**src/rtl/video_cga_pixel.sv**
```systemverilog
// CGA text-mode pixel back end: attribute colour, blink, cursor and RGBI->VGA map, 2-stage pipeline.
// Optional hardware cursor enabled by defining VIDEO_CGA_CURSOR_EN.
module video_cga_pixel #(
    parameter int BLINK_BIT  = 4,
    parameter int CURSOR_BIT = 3
) (
    input  logic        iClk25,
    input  logic        iRstN,
    input  logic [7:0]  iChar,
    input  logic [7:0]  iAttr,
    input  logic [7:0]  iGlyphRow,
    input  logic [3:0]  iDA,
    input  logic [2:0]  iRA,
    input  logic [11:0] iCellAddr,
    input  logic        iBlank,
    input  logic        iHs,
    input  logic        iVs,
    input  logic        iVideoEn,
    input  logic        iBlinkEn,
    input  logic [11:0] iCursorAddr,
    input  logic [2:0]  iCursorStart,
    input  logic [2:0]  iCursorEnd,
    output logic [3:0]  oVgaR,
    output logic [3:0]  oVgaG,
    output logic [3:0]  oVgaB,
    output logic        oVgaHs,
    output logic        oVgaVs
);

    // One RGBI channel: set bit gives A (or F when intense), clear bit gives 0 (or 5 when intense).
    function automatic logic [3:0] rgbiChan(input logic bitOn, input logic intense);
        logic [3:0] level;
        if (bitOn) begin
            level = intense ? 4'hF : 4'hA;
        end else begin
            level = intense ? 4'h5 : 4'h0;
        end
        return level;
    endfunction

    logic       vsPrevR;
    logic [4:0] frameCntR;
    logic       vsRise;

    logic [3:0] s1IdxR;
    logic       s1BlankR;
    logic       s1HsR;
    logic       s1VsR;

    logic [2:0] dotSel;
    logic       glyphDot;
    logic       blinkHide;
    logic       cursorHit;
    logic       dot;
    logic [3:0] fg;
    logic [3:0] bg;
    logic [3:0] idxNext;

    logic [3:0] rNext;
    logic [3:0] gNext;
    logic [3:0] bNext;

    logic unusedBits;
    assign unusedBits = ^{iChar, iDA[0], iCellAddr, iRA, iCursorAddr, iCursorStart, iCursorEnd, frameCntR};

    assign vsRise = iVs & ~vsPrevR;

    // Frame counter advancing on each vertical sync rising edge; wraps naturally at 5 bits.
    always_ff @(posedge iClk25 or negedge iRstN) begin
        if (!iRstN) begin
            vsPrevR   <= 1'b0;
            frameCntR <= 5'd0;
        end else begin
            vsPrevR <= iVs;
            if (vsRise) begin
                frameCntR <= frameCntR + 5'd1;
            end else begin
                frameCntR <= frameCntR;
            end
        end
    end

    // Stage 1 colour-index selection; blink and cursor use the pre-increment counter.
    always_comb begin
        dotSel    = 3'd7 - iDA[3:1];
        glyphDot  = iGlyphRow[dotSel];
        fg        = iAttr[3:0];
        bg        = iBlinkEn ? {1'b0, iAttr[6:4]} : iAttr[7:4];
        blinkHide = iBlinkEn & iAttr[7] & frameCntR[BLINK_BIT];
`ifdef VIDEO_CGA_CURSOR_EN
        cursorHit = (iCellAddr == iCursorAddr) && (iRA >= iCursorStart) &&
                    (iRA <= iCursorEnd) && frameCntR[CURSOR_BIT];
`else
        cursorHit = 1'b0;
`endif
        if (cursorHit) begin
            dot = 1'b1;
        end else if (blinkHide) begin
            dot = 1'b0;
        end else begin
            dot = glyphDot;
        end
        idxNext = dot ? fg : bg;
    end

    // Stage 1 register; sync resets to its idle level so no spurious pulse leaves the pipe.
    always_ff @(posedge iClk25 or negedge iRstN) begin
        if (!iRstN) begin
            s1IdxR   <= 4'd0;
            s1BlankR <= 1'b0;
            s1HsR    <= 1'b1;
            s1VsR    <= 1'b0;
        end else begin
            s1IdxR   <= idxNext;
            s1BlankR <= iBlank;
            s1HsR    <= iHs;
            s1VsR    <= iVs;
        end
    end

    // Stage 2 RGBI map with brown fix-up; video enable acts here undelayed.
    always_comb begin
        rNext = 4'h0;
        gNext = 4'h0;
        bNext = 4'h0;
        if (s1BlankR || !iVideoEn) begin
            rNext = 4'h0;
            gNext = 4'h0;
            bNext = 4'h0;
        end else begin
            rNext = rgbiChan(s1IdxR[2], s1IdxR[3]);
            bNext = rgbiChan(s1IdxR[0], s1IdxR[3]);
            if (s1IdxR == 4'd6) begin
                gNext = 4'h5;
            end else begin
                gNext = rgbiChan(s1IdxR[1], s1IdxR[3]);
            end
        end
    end

    // Stage 2 output register driving the VGA pins.
    always_ff @(posedge iClk25 or negedge iRstN) begin
        if (!iRstN) begin
            oVgaR  <= 4'h0;
            oVgaG  <= 4'h0;
            oVgaB  <= 4'h0;
            oVgaHs <= 1'b1;
            oVgaVs <= 1'b0;
        end else begin
            oVgaR  <= rNext;
            oVgaG  <= gNext;
            oVgaB  <= bNext;
            oVgaHs <= s1HsR;
            oVgaVs <= s1VsR;
        end
    end

endmodule

```
**config.mk**
```make
export PLATFORM = sky130hd
export DESIGN_NAME = video_cga_pixel
export DESIGN_NICKNAME = d
export VERILOG_FILES = /design/src/rtl/video_cga_pixel.sv
export SDC_FILE = /design/constraint.sdc
export NUM_CORES = 1
export LEC_CHECK = 0
export CORE_MARGIN = 5
export CORE_UTILIZATION = 29
export DETAILED_ROUTE_END_ITERATION = 10
export PLACE_DENSITY = 0.91
export SYNTH_ARGS = -nofsm -noshare
export SYNTH_HDL_FRONTEND = slang
export SYNTH_SLANG_ARGS = --single-unit
```
**constraint.sdc**
```tcl
create_clock -name iClk25 -period 1.6 [get_ports iClk25]
set_clock_uncertainty 0.1 [all_clocks]
set_input_delay 0.48 -clock iClk25 [delete_from_list [all_inputs] [get_ports iClk25]]
set_output_delay 0.48 -clock iClk25 [all_outputs]
set_load 0.05 [all_outputs]
```
==> impl_summary.txt, run 1 <==
----------------------------------------------------
[Status]
  Outcome ... finished clean

[Yosys]
  Simple-gate share of the synthesized area ... 0.1261
  Cell area after synthesis ... between 800 and 900 um2
  Main flop type after synthesis ... sky130_fd_sc_hd__dfrtp_1
  Number of unique standard cell types used by synthesis ... 23
  Count of state elements after synthesis ... 19
  Number of synthesis warnings ... 0
  Synthesized netlist net count ... between 100 and 150
  Compound-cell area share of the yosys netlist ... 0.03647
  Fraction of the mapped netlist area in adder cells ... 0.01520
  Mean instance size in the synthesized netlist ... 13.50 um2
  Post-synthesis mux area share ... 0.1170
  Synth Area in XOR/XNOR ... 0.04255
  Main combinational cell family by area after synthesis ... simple AND/OR/NAND/NOR gates
  Seq/Total Area, Yosys ... 0.5805
  Cell count after synthesis ... 61
  Share of async-settable or async-resettable flops after synthesis ... 1.000
  Number of enable flip-flop cells after synthesis ... 0

[Floorplan]
  Core region area ... 0.002734 mm2
  Floorplan die area ... about 0.004 mm2
  Initial core utilization ... 0.3011
  Top-Level Pins ... just over 80
  Die Y-Extent ... around 63 um
  Chip Width ... about 63 um
  Floorplan row count ... 19

[Drt]
  Total wire length ... about 1900 um
  Starting DRC count in detailed routing ... 13
  Via density ... between 4 and 5
  Total iterations of the first detailed-routing run ... 4
  Vias ... just under 600
  Post-route DRC ... 0
  Drt wl/cell ... approximately 15 um
  Number of antenna-violating nets in the routed design ... 0

[Placement]
  Number of port buffers ... 39
  Post-DP Area ... about 0.0014 mm2
  Worst slack, placed ... -0.5656 ns
  Cells after DPL ... between 100 and 150
  Gp weighted congestion ... slightly below 0.8

[Clock network]
  CTS tree ... yes
  Clock insertion delay at the later pin of the skew report ... approximately 0.28 ns
  Clock transition at the registers of the reported paths ... about 0.10 ns
  H-Tree Depth ... 1
  Buffer levels on the longest clock path ... 2
  Master cell of the clock root buffer ... sky130_fd_sc_hd__clkbuf_4
  Quantity of hold-fixing buffers added after cts ... 0
  Number of clock sinks ... 19
  CTS buffer count ... 3

[Pwr]
  Power density over cell area ... about 930 mW/mm2
  Maximum VDD drop ... 0.4655 mV
  Leak ... roughly 0.00065 uW
  Final Power ... ~1300 uW

[GRT]
  Met3 Use GR ... 0.03375
  Vias in the first global route ... between 600 and 700
  GR Layer Usage met1 ... 0.09111
  Antenna violations before repair ... 0
  Pin count of the biggest net entering global routing ... 12
  Busiest layer in global routing ... met2
  Overall track demand over capacity in global routing ... 0.09778
  Congestion Overflow GR ... 0
  Wire length of the first global-routing pass ... roughly 3200 um
  Routing usage on met2 ... 0.2026

[Setup path]
  Delay of the slowest cell on the worst path ... roughly 0.34 ns
  Worst Path Max Fanout ... 4
  CP Capture Type ... flip-flop
  Crit path required time ... about 1.7 ns
  Register-to-register setup slack ... about 0.33 ns
  Count of buffer and inverter cells on the critical path ... 1
  Worst Path Arrival ... between 1.5 and 2 ns
  Cell with the largest stage delay on the worst path ... sky130_fd_sc_hd__mux2_4
  Cell family with the largest share of critical-path delay ... simple AND/OR/NAND/NOR gates
  Crit-path cells ... dlygate4sd2_1 > and2_1 > a22oi_2 > nand4_4 > mux2_4
  Critical path launch point type ... primary input
  Worst Path Class, Setup ... in -> reg

[Timing]
  Unrepaired setup endpoints after global routing ... no
  Crit path setup slack, layout ... approximately 0.038 ns
  Total count of max-transition violations in the final report ... 0
  Fin crit share ... 0.9763
  Post-layout minimum cycle time ... around 1.6 ns
  Slew HR ... 0.8025
  Worst Tran Pin Value ... approximately 0.30 ns
  Hold violation count in the final report ... 0
  Aggregate negative setup slack ... 0 ns
  Final setup violating endpoints ... 0
  Achievable Freq ... around 640 MHz

[Layout]
  Cell Count, Final, Fillers Out ... roughly 130
  Ratio of cells with drive above 1 in the final layout ... 0.3400
  Antenna cell count ... 0
  Layout Area Growth over Synthesis ... 71.12%
  Nets ... 170
  Post-route cell area ... roughly 0.0014 mm2

[Flow run]
  Maximum capacitance violations ... 0

[Hold path]
  Worst min path class ... reg -> reg

----------------------------------------------------
where the power goes:
| part | switching, uW | internal, uW |
|---|---|---|
| clock network | 130 | 92.5 |
| logic | 182 | 242 |
| registers | 88.1 | 577 |
sequential cells by signal (all words and copies together) (netlist names):
signal	cells
frameCntR	5
s1BlankR	1
oVgaHs	1
oVgaB	2
s1VsR	1
oVgaG	2
s1IdxR	4
oVgaR	1
oVgaVs	1
s1HsR	1
cell families after synthesis:
| kind of cell | count (synthesis) |
|---|---|
| AO/OA/AOI/OAI | 3 |
| XOR/XNOR | 4 |
| adder cells (fa/ha/maj) | 1 |
| buffers and inverters | 9 |
| flip-flops | 19 |
| multiplexers | 9 |
| AND/OR/NAND/NOR | 16 |
synthesized netlist by cell type, types with 2 or more instances:
cell type,count,area share
sky130_fd_sc_hd__nand3b_1,2,0.018
sky130_fd_sc_hd__mux2_1,3,0.041
sky130_fd_sc_hd__mux2_2,2,0.027
sky130_fd_sc_hd__nand4_1,2,0.015
sky130_fd_sc_hd__nor2b_1,3,0.023
sky130_fd_sc_hd__xnor2_1,3,0.032
sky130_fd_sc_hd__dfstp_2,2,0.064
sky130_fd_sc_hd__and2_1,4,0.030
sky130_fd_sc_hd__buf_4,7,0.064
sky130_fd_sc_hd__dfrtp_1,17,0.52
sky130_fd_sc_hd__mux2i_1,4,0.049
layout make-up:
type / instances / area (um2)
tap: 31 / 38.79
sequential: 19 / 479.2
clock buffer: 3 / 22.52
timing repair buffer: 43 / 555.5
inverter: 1 / 3.754
clock inverter: 1 / 5.005
fill: 230 / 1325
multi-input combinational: 33 / 304.0
worst paths after layout:
check / from / to / cells after the start
worst max-delay path: iDA[3] / s1IdxR[0] / 5
worst min-delay path: s1HsR / oVgaHs / 0
worst max register to register: frameCntR[4] / s1IdxR[0] / 3
worst min register to register: s1HsR / oVgaHs / 0
max in group asynchronous: iRstN / oVgaHs / 2
min in group asynchronous: iRstN / frameCntR[1] / 1
metrics by stage:
stage            util  hold WS (ns)
5_1_grt        0.5153        0.2722
6_report       0.5153        0.2612
2_1_floorplan       -       0.08441
3_3_place_gp   0.4970        0.2470
3_5_place_dp   0.4970        0.2479
4_1_cts        0.5121        0.2636
per-layer routing:
| layer | up-vias | wire (um) |
|---|---|---|
| met5 | - | 0 |
| met4 | 0 | 7 |
| met3 | 2 | 123 |
| met2 | 19 | 1189 |
| met1 | 292 | 605 |
| li1 | 277 | - |
cells in the final DEF, fill, tap and decap left out, types with 2 or more instances in the layout:
cell / instances
sky130_fd_sc_hd__dfrtp_1: 16
sky130_fd_sc_hd__clkdlybuf4s50_1: 15
sky130_fd_sc_hd__buf_12: 14
sky130_fd_sc_hd__dlygate4sd2_1: 6
sky130_fd_sc_hd__mux2i_1: 4
sky130_fd_sc_hd__and2_1: 4
sky130_fd_sc_hd__mux2_4: 4
sky130_fd_sc_hd__buf_4: 4
sky130_fd_sc_hd__xnor2_1: 3
sky130_fd_sc_hd__clkbuf_4: 3
sky130_fd_sc_hd__dlymetal6s2s_1: 3
sky130_fd_sc_hd__nand3b_1: 2
sky130_fd_sc_hd__nor2b_1: 2
sky130_fd_sc_hd__nand4_1: 2
sky130_fd_sc_hd__dfstp_2: 2
timing repair:
action                     4_1_cts  5_1_grt
resized for setup               13        6
gates cloned                     0        0
setup buffers                    0        0
setup endpoints to repair        8        5
pin swaps                        2        3
Note: power is estimated with default switching activity, not from simulation.
==> inputs of run 2 (changes only) <==
Settings changed: MAX_ROUTING_LAYER set to met4.
==> run 2 against run 1 <==
Critical path type unchanged. Sequential share of layout area did not move. Cell area did not move. Sequential power about the same. Setup slack better by 0.0051 ns. Register-to-register slack hardly changed. Clock-buffer cell count did not move. Maximum frequency rose by 0.33%. Utilization stayed put. Global-route usage rose by 0.27 points.
==> impl_summary.txt, run 2 (synthesis results as in run 1) <==
----------------------------------------------------
[Setup path]
  CP Capture Type ... flip-flop
  Critical path launch point type ... primary input
  Register-to-register setup slack ... 0.33 ns (about the same)
  R2R cell count ... 3 (unchanged)
  Crit path required time ... 1.67 ns (about the same)
  Worst Path Class, Setup ... in -> reg
  Crit-path cells ... clkdlybuf4s50_1 > mux2i_1 > nand3b_1 > nand4_4 > mux2_4
  Endpoint of the most critical register-to-register path ... s1IdxR[3]
  Worst Path Arrival ... 1.63 ns (about the same)
  Count of buffer and inverter cells on the critical path ... 1 (unchanged)
  Cell with the largest stage delay on the worst path ... sky130_fd_sc_hd__clkdlybuf4s50_1
  Worst R2R Start ... frameCntR[4]
  Worst Path Max Fanout ... 4 (unchanged)
  Delay of the slowest cell on the worst path ... 0.46 ns (+0.12 ns)
  Cell family with the largest share of critical-path delay ... buffers and inverters

[Timing]
  Crit path setup slack, layout ... 0.04313 ns (+0.005142 ns)
  Hold Worst Slack ... 0.2616 ns (+0.0003860 ns)
  Post-layout minimum cycle time ... 1.557 ns (-0.005142 ns)
  Aggregate negative setup slack ... 0 ns (unchanged)
  Achievable Freq ... 642.3 MHz (+0.33%)
  Total count of max-transition violations in the final report ... 0 (unchanged)
  Hold violation count in the final report ... 0 (unchanged)
  Worst Tran Pin Value ... 0.2953 ns (-0.0003909 ns)
  Final setup violating endpoints ... 0 (unchanged)
  Unrepaired setup endpoints after global routing ... no
  Fin crit share ... 0.9730 (-0.003214)
  Slew HR ... 0.8027 (about the same)

[Pwr]
  Maximum VDD drop ... 0.4692 mV (+0.80%)
  Part of the total power dissipated in sequential elements ... 0.506 (about the same)
  Relative contribution of combinational cells to total power ... 0.323 (about the same)
  Clock Power Share ... 0.171 (about the same)
  Power density over cell area ... 931.8 mW/mm2 (about the same)
  Int Power ... 911.5 uW (about the same)
  Leak ... 0.0006471 uW (unchanged)
  Net load switching power ... 401.3 uW (+0.18%)
  Switching fraction of total power ... 0.3057 (+0.0003786)

[Clock network]
  Clock transition at the registers of the reported paths ... 0.10 ns (about the same)
  Quantity of hold-fixing buffers added after cts ... 0 (unchanged)
  H-Tree Depth ... 1 (unchanged)
  Setup Fix Bufs, Post-CTS ... 0 (unchanged)
  Clock insertion delay at the later pin of the skew report ... 0.28 ns (about the same)
  CTS tree ... yes
  Master cell of the clock root buffer ... sky130_fd_sc_hd__clkbuf_4
  Buffer levels on the longest clock path ... 2 (unchanged)
  Number of clock sinks ... 19 (unchanged)
  CTS buffer count ... 3 (unchanged)

[Drt]
  Via density ... 4.527 (+0.51%)
  Total wire length ... 1900 um (-1.3%)
  Post-route DRC ... 0 (unchanged)
  Starting DRC count in detailed routing ... 10 (-3)
  Number of antenna-violating nets in the routed design ... 0 (unchanged)
  Drt wl/cell ... 14.50 um (-1.3%)
  Vias ... 593 (+0.51%)
  Total iterations of the first detailed-routing run ... 4 (unchanged)

[Placement]
  Number of port buffers ... 39 (unchanged)
  Gp weighted congestion ... 0.7848 (+1.3%)
  Worst slack, placed ... -0.5656 ns (unchanged)

[GRT]
  Congestion Overflow GR ... 0 (unchanged)
  Overall track demand over capacity in global routing ... 0.1005 (+0.002679)
  Vias in the first global route ... 665 (-0.15%)
  Pin count of the biggest net entering global routing ... 12 (unchanged)
  Wire length of the first global-routing pass ... 3167 um (-0.41%)
  Antenna violations before repair ... 0 (unchanged)

[Layout]
  Top reg by flops ... frameCntR
  Layout Area Growth over Synthesis ... 71.12% (unchanged)
  Number of fillers in the final layout ... 230 (unchanged)
  Number of flip-flops under the largest register name ... 5 (unchanged)
  Most common cell after layout, fill and taps aside ... sky130_fd_sc_hd__dfrtp_1
  Largest registers ... frameCntR: 5 flops, s1IdxR: 4 flops
  Ratio of cells with drive above 1 in the final layout ... 0.3400 (unchanged)
  Antenna cell count ... 0 (unchanged)
  Nets ... 170 (unchanged)
  Commonest cells after routing, fill and taps aside ... 16 x sky130_fd_sc_hd__dfrtp_1, 15 x sky130_fd_sc_hd__clkdlybuf4s50_1, 14 x sky130_fd_sc_hd__buf_12

[Status]
  Outcome ... finished clean

[Hold path]
  Origin of the worst min-delay path ... s1HsR
  Worst min path class ... reg -> reg
  Hold Path Sink ... oVgaHs
  Number of cells traversed by the worst hold path ... 0 (unchanged)

[Floorplan]
  Chip Width ... 63.28 um (unchanged)
  Floorplan row count ... 19 (unchanged)
  Core region area ... 0.002734 mm2 (unchanged)
  Initial core utilization ... 0.3011 (unchanged)
  Top-Level Pins ... 82 (unchanged)
  Floorplan die area ... 0.004004 mm2 (unchanged)
  Die Y-Extent ... 63.28 um (unchanged)

[Flow run]
  Maximum capacitance violations ... 0 (unchanged)

----------------------------------------------------
==> run 2: per-layer routing <==
metal | share of wire | global-route usage | wire, um | vias to the layer above
li1 | - | - | - | 278
met1 | 0.32 | 0.09333 | 601 | 292
met2 | 0.63 | 0.2038 | 1190 | 21
met3 | 0.055 | 0.02842 | 105 | 2
met4 | 0.0021 | 0.01299 | 4 | 0
met5 | 0 | - | 0 | -
==> run 2: worst max-delay path by stage <==
stage                       startpoint         to  slack (ns)  depth (start not counted)
after detailed placement        iDA[2]  s1IdxR[1]       -0.57                          5
final                     iGlyphRow[6]  s1IdxR[3]        0.04                          5
after CTS                 iGlyphRow[4]  s1IdxR[3]       0.006                          5
after global routing            iDA[3]  s1IdxR[0]        0.02                          5
after global placement          iDA[2]  s1IdxR[1]       -0.49                          5
after floorplan                 iDA[2]  s1IdxR[0]        0.05                          5
==> run 2: cell type report <==
| cell class | instances | area [um2] | share of cell area |
|---|---|---|---|
| well taps | 31 | 38.79 | 0.02753 |
| flip-flops and latches | 19 | 479.2 | 0.3401 |
| repair buffers | 43 | 555.5 | 0.3943 |
| inverters | 1 | 3.754 | 0.002664 |
| multi-input cells | 33 | 304.0 | 0.2158 |
| clock inverters | 1 | 5.005 | 0.003552 |
| clock buffers | 3 | 22.52 | 0.01599 |
==> run 2: repair_timing <==
item,4_1_cts,5_1_grt
hold endpoints to repair,0,0
endpoints found under the setup margin,8,5
resized for setup,13,6
pin swaps,2,3
==> run 2: power by group through the flow <==
stage | logic (uW) | clock network, uW | registers (uW)
after CTS | 427 | 235 | 666
final | 423 | 225 | 664
after detailed placement | 414 | 0 | 673
after global routing | 458 | 251 | 680
after global placement | 389 | 0 | 661
after floorplan | 194 | 0 | 678
==> run 2: per-stage QoR <==
step,util,instance area [um2],total power (uW),std cells
floorplan,-,823.3,871.7,61
global placement,0.4970,1359,1050,127
detailed placement,0.4970,1359,1087,127
CTS,0.5121,1400,1328,131
global route,0.5153,1409,1389,131
finish,0.5153,1409,1313,131
